$ cat config.mk
export PLATFORM = sky130hd
export DESIGN_NAME = tff_toggle_arbiter_flat
export DESIGN_NICKNAME = d
export VERILOG_FILES = /design/src/rtl/tff_toggle_arbiter_if.sv /design/src/rtl/tff_toggle_arbiter.sv /design/src/flat_wrapper.sv
export SDC_FILE = /design/constraint.sdc
export NUM_CORES = 1
export LEC_CHECK = 0
export CAP_MARGIN = 5
export CORE_MARGIN = 4
export CORE_UTILIZATION = 46
export CTS_BUF_LIST = sky130_fd_sc_hd__clkbuf_4 sky130_fd_sc_hd__clkbuf_8 sky130_fd_sc_hd__clkbuf_16
export DETAILED_ROUTE_END_ITERATION = 8
export MAX_ROUTING_LAYER = met4
export PLACE_DENSITY_LB_ADDON = 0.08
export SYNTH_ARGS = -nofsm -noshare
export SYNTH_HDL_FRONTEND = slang
export SYNTH_SLANG_ARGS = --single-unit
$ cat constraint.sdc
create_clock -name clk -period 4.8 [get_ports clk]
set_input_delay 0.96 -clock clk [delete_from_list [all_inputs] [get_ports clk]]
set_output_delay 0.96 -clock clk [all_outputs]
set_load 0.03 [all_outputs]
$ cat src/rtl/tff_toggle_arbiter_if.sv
// Toggle-request bus between control agents and the T flip-flop bank.
// Handshake: a requester raises req_valid[r] with req_idx slice r and holds
// both stable until it sees req_ready[r]; a transfer happens on any rising
// edge where req_valid[r] & req_ready[r]. Dropping valid before ready simply
// withdraws the request. req_ready is combinational and at most one-hot.
interface tff_toggle_arbiter_if #(
  parameter int NUM_REQ = 4,
  parameter int IDX_W   = 3
);
  logic [NUM_REQ-1:0]       req_valid;
  logic [NUM_REQ*IDX_W-1:0] req_idx;
  logic [NUM_REQ-1:0]       req_ready;

  modport master (output req_valid, output req_idx, input req_ready);
  modport slave  (input req_valid, input req_idx, output req_ready);
endinterface

$ cat src/rtl/tff_toggle_arbiter.sv
// Round-robin arbitrated bank of T flip-flops. One toggle per cycle at most.
// Optional macro TOGGLE_CNT_EN adds a saturating count of applied toggles;
// without it o_tog_cnt is tied to zero. o_rr_ptr exposes the arbiter pointer.
module tff_toggle_arbiter #(
  parameter int NUM_REQ = 4,
  parameter int NUM_TFF = 8,
  parameter int IDX_W   = 3,
  parameter int CNT_W   = 8
) (
  input  logic                clk,
  input  logic                rst,
  input  logic                i_clr,
  tff_toggle_arbiter_if.slave req_if,
  output logic [NUM_TFF-1:0]  o_q,
  output logic                o_grant_vld,
  output logic [2:0]          o_grant_id,
  output logic                o_err_oor,
  output logic [CNT_W-1:0]    o_tog_cnt,
  output logic [2:0]          o_rr_ptr
);
  localparam logic [31:0] NUM_TFF_U = NUM_TFF;

  logic [2:0]           r_rr_ptr;
  logic [NUM_TFF-1:0]   r_q;
  logic                 r_grant_vld;
  logic [2:0]           r_grant_id;
  logic                 r_err_oor;

  logic [2*NUM_REQ-1:0] w_dbl;
  logic [2*NUM_REQ-1:0] w_rot;
  logic                 w_any;
  logic [3:0]           w_sum;
  logic [2:0]           w_winner;
  logic [2:0]           w_next_ptr;
  logic [IDX_W-1:0]     w_sel_idx;
  logic                 w_oor;
  logic                 w_xfer;
  logic [NUM_TFF-1:0]   w_tog_mask;

  // Rotate the request vector so rr_ptr sits at bit 0, then take the first set bit.
  always_comb begin
    w_dbl = {req_if.req_valid, req_if.req_valid};
    w_rot = w_dbl >> r_rr_ptr;
    w_any = 1'b0;
    w_sum = '0;
    for (int k = 0; k < NUM_REQ; k++) begin
      if (!w_any && w_rot[k]) begin
        w_any = 1'b1;
        w_sum = {1'b0, r_rr_ptr} + 4'(k);
      end
    end
    if (w_sum >= 4'(NUM_REQ)) w_sum = w_sum - 4'(NUM_REQ);
    w_winner   = w_sum[2:0];
    w_next_ptr = (w_winner == 3'(NUM_REQ - 1)) ? 3'd0 : w_winner + 3'd1;
  end

  // Grant, target decode and toggle mask; rst and clr suppress any grant.
  always_comb begin
    w_xfer           = w_any & ~rst & ~i_clr;
    req_if.req_ready = '0;
    w_sel_idx        = '0;
    for (int r = 0; r < NUM_REQ; r++) begin
      if (w_winner == 3'(r)) begin
        req_if.req_ready[r] = w_xfer;
        w_sel_idx           = req_if.req_idx[r*IDX_W +: IDX_W];
      end
    end
    w_oor      = 32'(w_sel_idx) >= NUM_TFF_U;
    w_tog_mask = (w_xfer && !w_oor) ? (NUM_TFF'(1) << w_sel_idx) : '0;
  end

  // Bank state: cleared by rst or clr, otherwise one bit flips per in-range transfer.
  always_ff @(posedge clk) begin
    if (rst || i_clr) r_q <= '0;
    else              r_q <= r_q ^ w_tog_mask;
  end

  // Round-robin pointer moves past the winner only on a transfer.
  always_ff @(posedge clk) begin
    if (rst)         r_rr_ptr <= '0;
    else if (w_xfer) r_rr_ptr <= w_next_ptr;
  end

  // Registered status of the previous cycle's transfer.
  always_ff @(posedge clk) begin
    if (rst) begin
      r_grant_vld <= 1'b0;
      r_grant_id  <= '0;
      r_err_oor   <= 1'b0;
    end else begin
      r_grant_vld <= w_xfer;
      r_err_oor   <= w_xfer & w_oor;
      if (w_xfer) r_grant_id <= w_winner;
    end
  end

`ifdef TOGGLE_CNT_EN
  logic [CNT_W-1:0] r_tog_cnt;

  // Saturating count of toggles actually applied to the bank.
  always_ff @(posedge clk) begin
    if (rst || i_clr)
      r_tog_cnt <= '0;
    else if (w_xfer && !w_oor && (r_tog_cnt != {CNT_W{1'b1}}))
      r_tog_cnt <= r_tog_cnt + CNT_W'(1);
  end

  assign o_tog_cnt = r_tog_cnt;
`else
  assign o_tog_cnt = '0;
`endif

  assign o_q         = r_q;
  assign o_grant_vld = r_grant_vld;
  assign o_grant_id  = r_grant_id;
  assign o_err_oor   = r_err_oor;
  assign o_rr_ptr    = r_rr_ptr;
endmodule
$ cat src/flat_wrapper.sv
// flat-port wrapper written by rule: the top's interface ports become plain ports
module tff_toggle_arbiter_flat 
#(
  parameter int NUM_REQ = 4,
  parameter int NUM_TFF = 8,
  parameter int IDX_W   = 3,
  parameter int CNT_W   = 8
)
  (clk, rst, i_clr, o_q, o_grant_vld, o_grant_id, o_err_oor, o_tog_cnt, o_rr_ptr, req_if_req_valid, req_if_req_idx, req_if_req_ready);
  tff_toggle_arbiter_if #(.NUM_REQ(NUM_REQ), .IDX_W(IDX_W)) req_if_i ();
  input  logic clk;
  input  logic rst;
  input  logic i_clr;
  output logic [NUM_TFF-1:0] o_q;
  output logic o_grant_vld;
  output logic [2:0] o_grant_id;
  output logic o_err_oor;
  output logic [CNT_W-1:0] o_tog_cnt;
  output logic [2:0] o_rr_ptr;
  input wire logic [$bits(req_if_i.req_valid)-1:0] req_if_req_valid;
  input wire logic [$bits(req_if_i.req_idx)-1:0] req_if_req_idx;
  output wire logic [$bits(req_if_i.req_ready)-1:0] req_if_req_ready;
  assign req_if_i.req_valid = req_if_req_valid;
  assign req_if_i.req_idx = req_if_req_idx;
  assign req_if_req_ready = req_if_i.req_ready;
  tff_toggle_arbiter #(.NUM_REQ(NUM_REQ), .NUM_TFF(NUM_TFF), .IDX_W(IDX_W), .CNT_W(CNT_W)) u_core (.clk(clk), .rst(rst), .i_clr(i_clr), .req_if(req_if_i), .o_q(o_q), .o_grant_vld(o_grant_vld), .o_grant_id(o_grant_id), .o_err_oor(o_err_oor), .o_tog_cnt(o_tog_cnt), .o_rr_ptr(o_rr_ptr));
endmodule
Word level (Yosys, flattened, before mapping)

Index checks and enable logic that the tools add are counted.
W data, S select, Z words.

Bits in registers: 15
Bits of input ports: 19
Logic and storage cells: 47

Add/subtract/negate cells: 5
Magnitude comparators: 1
Equal/unequal tests: 3
Shift operators: 2
Muxes and demuxes: 19
Bitwise gates (word level): 5
Reduce and logical (&&, ||, !) cells: 8

Operators by type and width:

| cell                  | count |
|---|---|
| $mux W3               | 7 |
| $mux W4               | 3 |
| $add A3 B2 Y4 const B | 2 |
| $mux W1               | 8 |
| $mux W8               | 1 |
| $shl A1 B3 Y8 const A | 1 |
| $shr A8 B3 Y4         | 1 |
| $xor A8 B8 Y8         | 1 |
| $eq A3 B2 Y1 const B  | 2 |
| $add A3 B1 Y4 const B | 1 |
| $ge A4 B3 Y1 const B  | 1 |
| $add A3 B1 Y3 const B | 1 |
| $eq A3 B1 Y1 const B  | 1 |
| $logic_and A1 B1 Y1   | 3 |
| $logic_not A1 Y1      | 3 |
| $logic_not A3 Y1      | 1 |
| $sub A3 B3 Y3 const B | 1 |
| $and A1 B1 Y1         | 2 |
| $not A1 Y1            | 2 |
| $logic_or A1 B1 Y1    | 1 |

Depth between registers and ports, before layout

Depth after elaboration: 21
Depth in mapped cells: 15
Gate-level depth less buffers: 14

Worst setup path after synthesis

Ideal clock, no wire load.

Path kind: input port to output port
Start: input req_if_req_valid[0]
End: output req_if_req_ready[3]
Arrival time: 3,262 ps
Required time: 3,840 ps
Slack: 578 ps
Stages: 8
Buffers on the path: 1
Path through: nor2b_1 mux4_2 or2b_1 a32oi_1 inv_1 ha_1 clkbuf_1 nor3b_1

Cells in the longest elaborated chain, start to end: 15
Elaborated cells between the ends (all ways): 22

RTL lines:

| what                                          | line                     | text |
|---|---|---|
| start: declaration                            | flat_wrapper.sv:20       | `input wire logic [$bits(req_if_i.req_valid)-1:0] req_if_req_valid;` |
| $shr A8 B3 Y4 (*)                             | tff_toggle_arbiter.sv:43 | `w_rot = w_dbl >> r_rr_ptr;` |
| $mux W1                                       | tff_toggle_arbiter.sv:47 | `if (!w_any && w_rot[k]) begin` |
| $logic_not A1 Y1                              | tff_toggle_arbiter.sv:47 |  |
| $logic_and A1 B1 Y1                           | tff_toggle_arbiter.sv:47 |  |
| $mux W1                                       | tff_toggle_arbiter.sv:47 |  |
| $logic_not A1 Y1                              | tff_toggle_arbiter.sv:47 |  |
| $logic_and A1 B1 Y1                           | tff_toggle_arbiter.sv:47 |  |
| $mux W1                                       | tff_toggle_arbiter.sv:47 |  |
| $logic_not A1 Y1                              | tff_toggle_arbiter.sv:47 |  |
| $logic_and A1 B1 Y1                           | tff_toggle_arbiter.sv:47 |  |
| $mux W4 (*)                                   | tff_toggle_arbiter.sv:47 |  |
| $ge A4 B3 Y1 or $sub A3 B3 Y3 (tied branches) | tff_toggle_arbiter.sv:52 | `if (w_sum >= 4'(NUM_REQ)) w_sum = w_sum - 4'(NUM_REQ);` |
| $mux W3 (*)                                   | tff_toggle_arbiter.sv:52 |  |
| via u_core.w_sum[1]                           | tff_toggle_arbiter.sv:32 | `logic [3:0] w_sum;` |
| $eq A3 B2 Y1 (*)                              | tff_toggle_arbiter.sv:63 | `if (w_winner == 3'(r)) begin` |
| $mux W1 (*)                                   | tff_toggle_arbiter.sv:63 |  |
| end: declaration                              | flat_wrapper.sv:22       | `output wire logic [$bits(req_if_i.req_ready)-1:0] req_if_req_ready;` |

Mark *: on every way through the listed nets, which the timed path passes. The rest lies on a longest branch.

Worst setup path in the final report

Start: input req_if_req_valid[0]
End: output req_if_req_ready[0]

Cells in the longest elaborated chain, start to end: 15
Elaborated cells between the ends (all ways): 22

RTL lines:

| what                                          | line |
|---|---|
| $shr A8 B3 Y4 (*)                             | tff_toggle_arbiter.sv:43 |
| $mux W1                                       | tff_toggle_arbiter.sv:47 |
| $logic_not A1 Y1                              | tff_toggle_arbiter.sv:47 |
| $logic_and A1 B1 Y1                           | tff_toggle_arbiter.sv:47 |
| $mux W1                                       | tff_toggle_arbiter.sv:47 |
| $logic_not A1 Y1                              | tff_toggle_arbiter.sv:47 |
| $logic_and A1 B1 Y1                           | tff_toggle_arbiter.sv:47 |
| $mux W1                                       | tff_toggle_arbiter.sv:47 |
| $logic_not A1 Y1                              | tff_toggle_arbiter.sv:47 |
| $logic_and A1 B1 Y1                           | tff_toggle_arbiter.sv:47 |
| $mux W4                                       | tff_toggle_arbiter.sv:47 |
| $ge A4 B3 Y1 or $sub A3 B3 Y3 (tied branches) | tff_toggle_arbiter.sv:52 |
| $mux W3                                       | tff_toggle_arbiter.sv:52 |
| $logic_not A3 Y1                              | tff_toggle_arbiter.sv:63 |
| $mux W1 (*)                                   | tff_toggle_arbiter.sv:63 |

Mark *: on every way between the ends. The rest lies on a longest branch, timed or not.

==> results.cfg <==
[outcome]
outcome = finished clean

[floorplanning]
rows = 19
dieArea_sq_um = 4020
core-area_sq_um = 2850
die_h_microns = 63.4
die_width_microns = 63.4
boundaryPins = 47
start_util_pct = 49.5

[route]
wl_per_cell_microns = 15.0
viasPerCell = 5.81
drt-initial-drc-count = 70
dr.pass1.iters = 4
routed_wirelength_microns = 3670
drc = 0
vias = 1424
ant_nets = 0

[pwr]
p_int_uw = 468
p_per_area_nw_per_um2 = 490
pwr-share-clk_pct = 8.3
pwr-share-seq_pct = 19.9
power_frac_comb_pct = 71.7
switching_power_uw = 435
p_leak_uw = 0.000736
p_sw_share_pct = 48.2
ir_drop_mv = 0.287

[critical_path]
critPathSlowestCell = mux4_2
path_cells = clkdlybuf4s50_1 > nor2b_1 > mux4_2 > nand2b_4 > or3_4 > a221oi_4 > nor3b_1 > dlygate4sd2_1
critPathArrivalTime_ps = 3570
cp-end-kind = output port
critPathTopFamily = buffers and inverters
cp_max_fo = 9
critPathKind = input pin to output port
worstPathRequired_ps = 3840
start_kind = input pin
cp_num_buf_inv = 2
max_stage_delay_ps = 550

[clocking]
numCtsBuffers = 3
cts_sinks = 15
post_cts_buffers = 0
clkSlewWorstSetupHoldPaths_ps = 90
cts-htree-levels = 1
hold_buffers = 0
cts_max_path_buffers = 2
clk_latency_ps = 290
cts_root_buf = clkbuf_4
cts_tree = done

[sta]
slew_viol_final = 0
relSlewSlack_pct = 62.6
rsz0062_at_grt = false
setup_viol = 0
fin_crit_sh_pct = 94.4
clock-skew-final_ps = 2.06
final.setup.tns_ps = 0
worstMarginPinSlew_ps = 560
finalHoldViolations = 0
max_clock_freq_mhz = 221
period_minus_slack_ps = 4530

[synth]
synth.area.top_cells = dfxtp_1 (21%), ha_1 (7.1%), o31ai_1 (5.8%)
yosysMostFrequentCell = nor2_1
ys_types = 51
postSynth.asyncResetShare_pct = 0
synth_area_sq_um = 1410
synth_edf_count = 0
ys_warn_count = 0
synth_top_cell_by_area = dfxtp_1
synthCells = 171
yosys-top-cells-count = nor2_1 (16), dfxtp_1 (15), a21oi_1 (11), nand2_1 (11), o31ai_1 (11)
ys.flop_type = dfxtp_1
ys_ff_latch = 15
synth_top_area_share_pct = 21.3
synth_area_per_cell_sq_um = 8.26
yosysSeqAreaShare_pct = 21.3

[grt]
antenna_found_initial = 0
track_usage_pct = 18.4
grt_pass1_vias = 1325
overflow = 0
grt_pass1_wl_microns = 5950
grt_max_degree = 18

[cells_and_area]
area_growth_pct = 30.6
finish.utilization_pct = 64.6
antenna_cells = 0
fill_cells = 241
drive_gt1_share_pct = 15.0
fin_nets = 242
finalInstanceArea_sq_um = 1840

[min_path]
hp-class = register to register

[place]
place_area_sq_um = 1810
hpwl_microns = 2890
portBuffers = 37
gp_congestion = 0.851

[run]
max-cap-violations = 0
-- layout make-up --
type / instances / area [sq um] / area share, %
Inverter: 9 / 33.8 / 1.83
Sequential cell: 15 / 300 / 16.3
Multi-Input combinational cell: 139 / 996 / 54.0
Clock buffer: 3 / 22.5 / 1.22
Clock inverter: 1 / 5.00 / 0.271
Tap cell: 31 / 38.8 / 2.10
Timing Repair Buffer: 47 / 448 / 24.3
-- registers in the layout, summed over array words and instances (netlist names) --
register / flops
u_core.o_grant_id: 3
u_core.o_rr_ptr: 3
u_core.o_grant_vld: 1
u_core.o_q: 8
-- cell families after synthesis --
kind of cell	after synthesis	share of synthesized area, %
AND/OR/NAND/NOR	61	24.2
AO/OA/AOI/OAI	49	25.7
buffers and inverters	25	10.9
flip-flops	15	21.3
multiplexers	11	10.0
adder cells (fa/ha/maj)	8	7.09
other	1	0.265
XOR/XNOR	1	0.620
-- cells in the final DEF (no fill, tap or decap), drive strengths merged, types with 7 or more instances in the layout --
cell type | netlist | routed
nor2 | 16 | 16
a21oi | 13 | 13
conb | 1 | 9
dfxtp | 15 | 15
or4 | 7 | 7
nand2 | 11 | 11
buf | 14 | 10
inv | 8 | 8
clkdlybuf4s50 | 0 | 33
o31ai | 12 | 12
ha | 8 | 8
-- metal layers --
layer	wire [microns]	track usage [%]
met5	0	-
met4	54	8.09
met3	252	2.49
met2	1750	31.0
met1	1610	21.9
-- worst reg2reg max path, cell delays in order, from the launching register on --
cell and delay, ps:
dfxtp_1 690, inv_2 140, mux4_2 540, nand2b_1 180, a22oi_1 180, buf_4 180, inv_1 60, ha_1 200
buf_4 150, nand3b_1 180, a21o_1 190, nor3_1 180, a31oi_1 60, or2_2 310, or4_1 410, a21oi_1 130
-- path summary, 6_finish.rpt --
check | to | slack (ps) | cells after the start | from
worst max-delay path | req_if_req_ready[0] | 270 | 8 | req_if_req_valid[0]
worst min-delay path | u_core.o_grant_id[2] | 470 | 2 | u_core.o_grant_id[2]
worst max register to register | u_core.o_q[5] | 970 | 15 | u_core.o_rr_ptr[0]
worst min register to register | u_core.o_grant_id[2] | 470 | 2 | u_core.o_grant_id[2]
-- power by group through the flow --
stage	Combinational, uW	Clock, uW	Sequential (uW)
after CTS	642	78.0	180
after floorplan	408	0	205
after global routing	703	84.0	185
final	648	75.2	180
after detailed placement	641	0	183
after global placement	623	0	181
-- what timing repair did --
action	in CTS	in global routing
pin swaps	0	0
setup endpoints to repair	2	2
resized for setup	2	3
endpoints found under the hold margin	0	0
-- stage by stage --
stage               power (uW)  cells  hold slack (ps)  setup slack (ps)
floorplan                  613    179              578               578
global placement           804    241              444              84.4
detailed placement         825    241              460             -25.3
CTS                        901    245              473              20.2
global route               972    245              500               132
finish                     904    245              468               270
(Power assumes the default switching activity.)
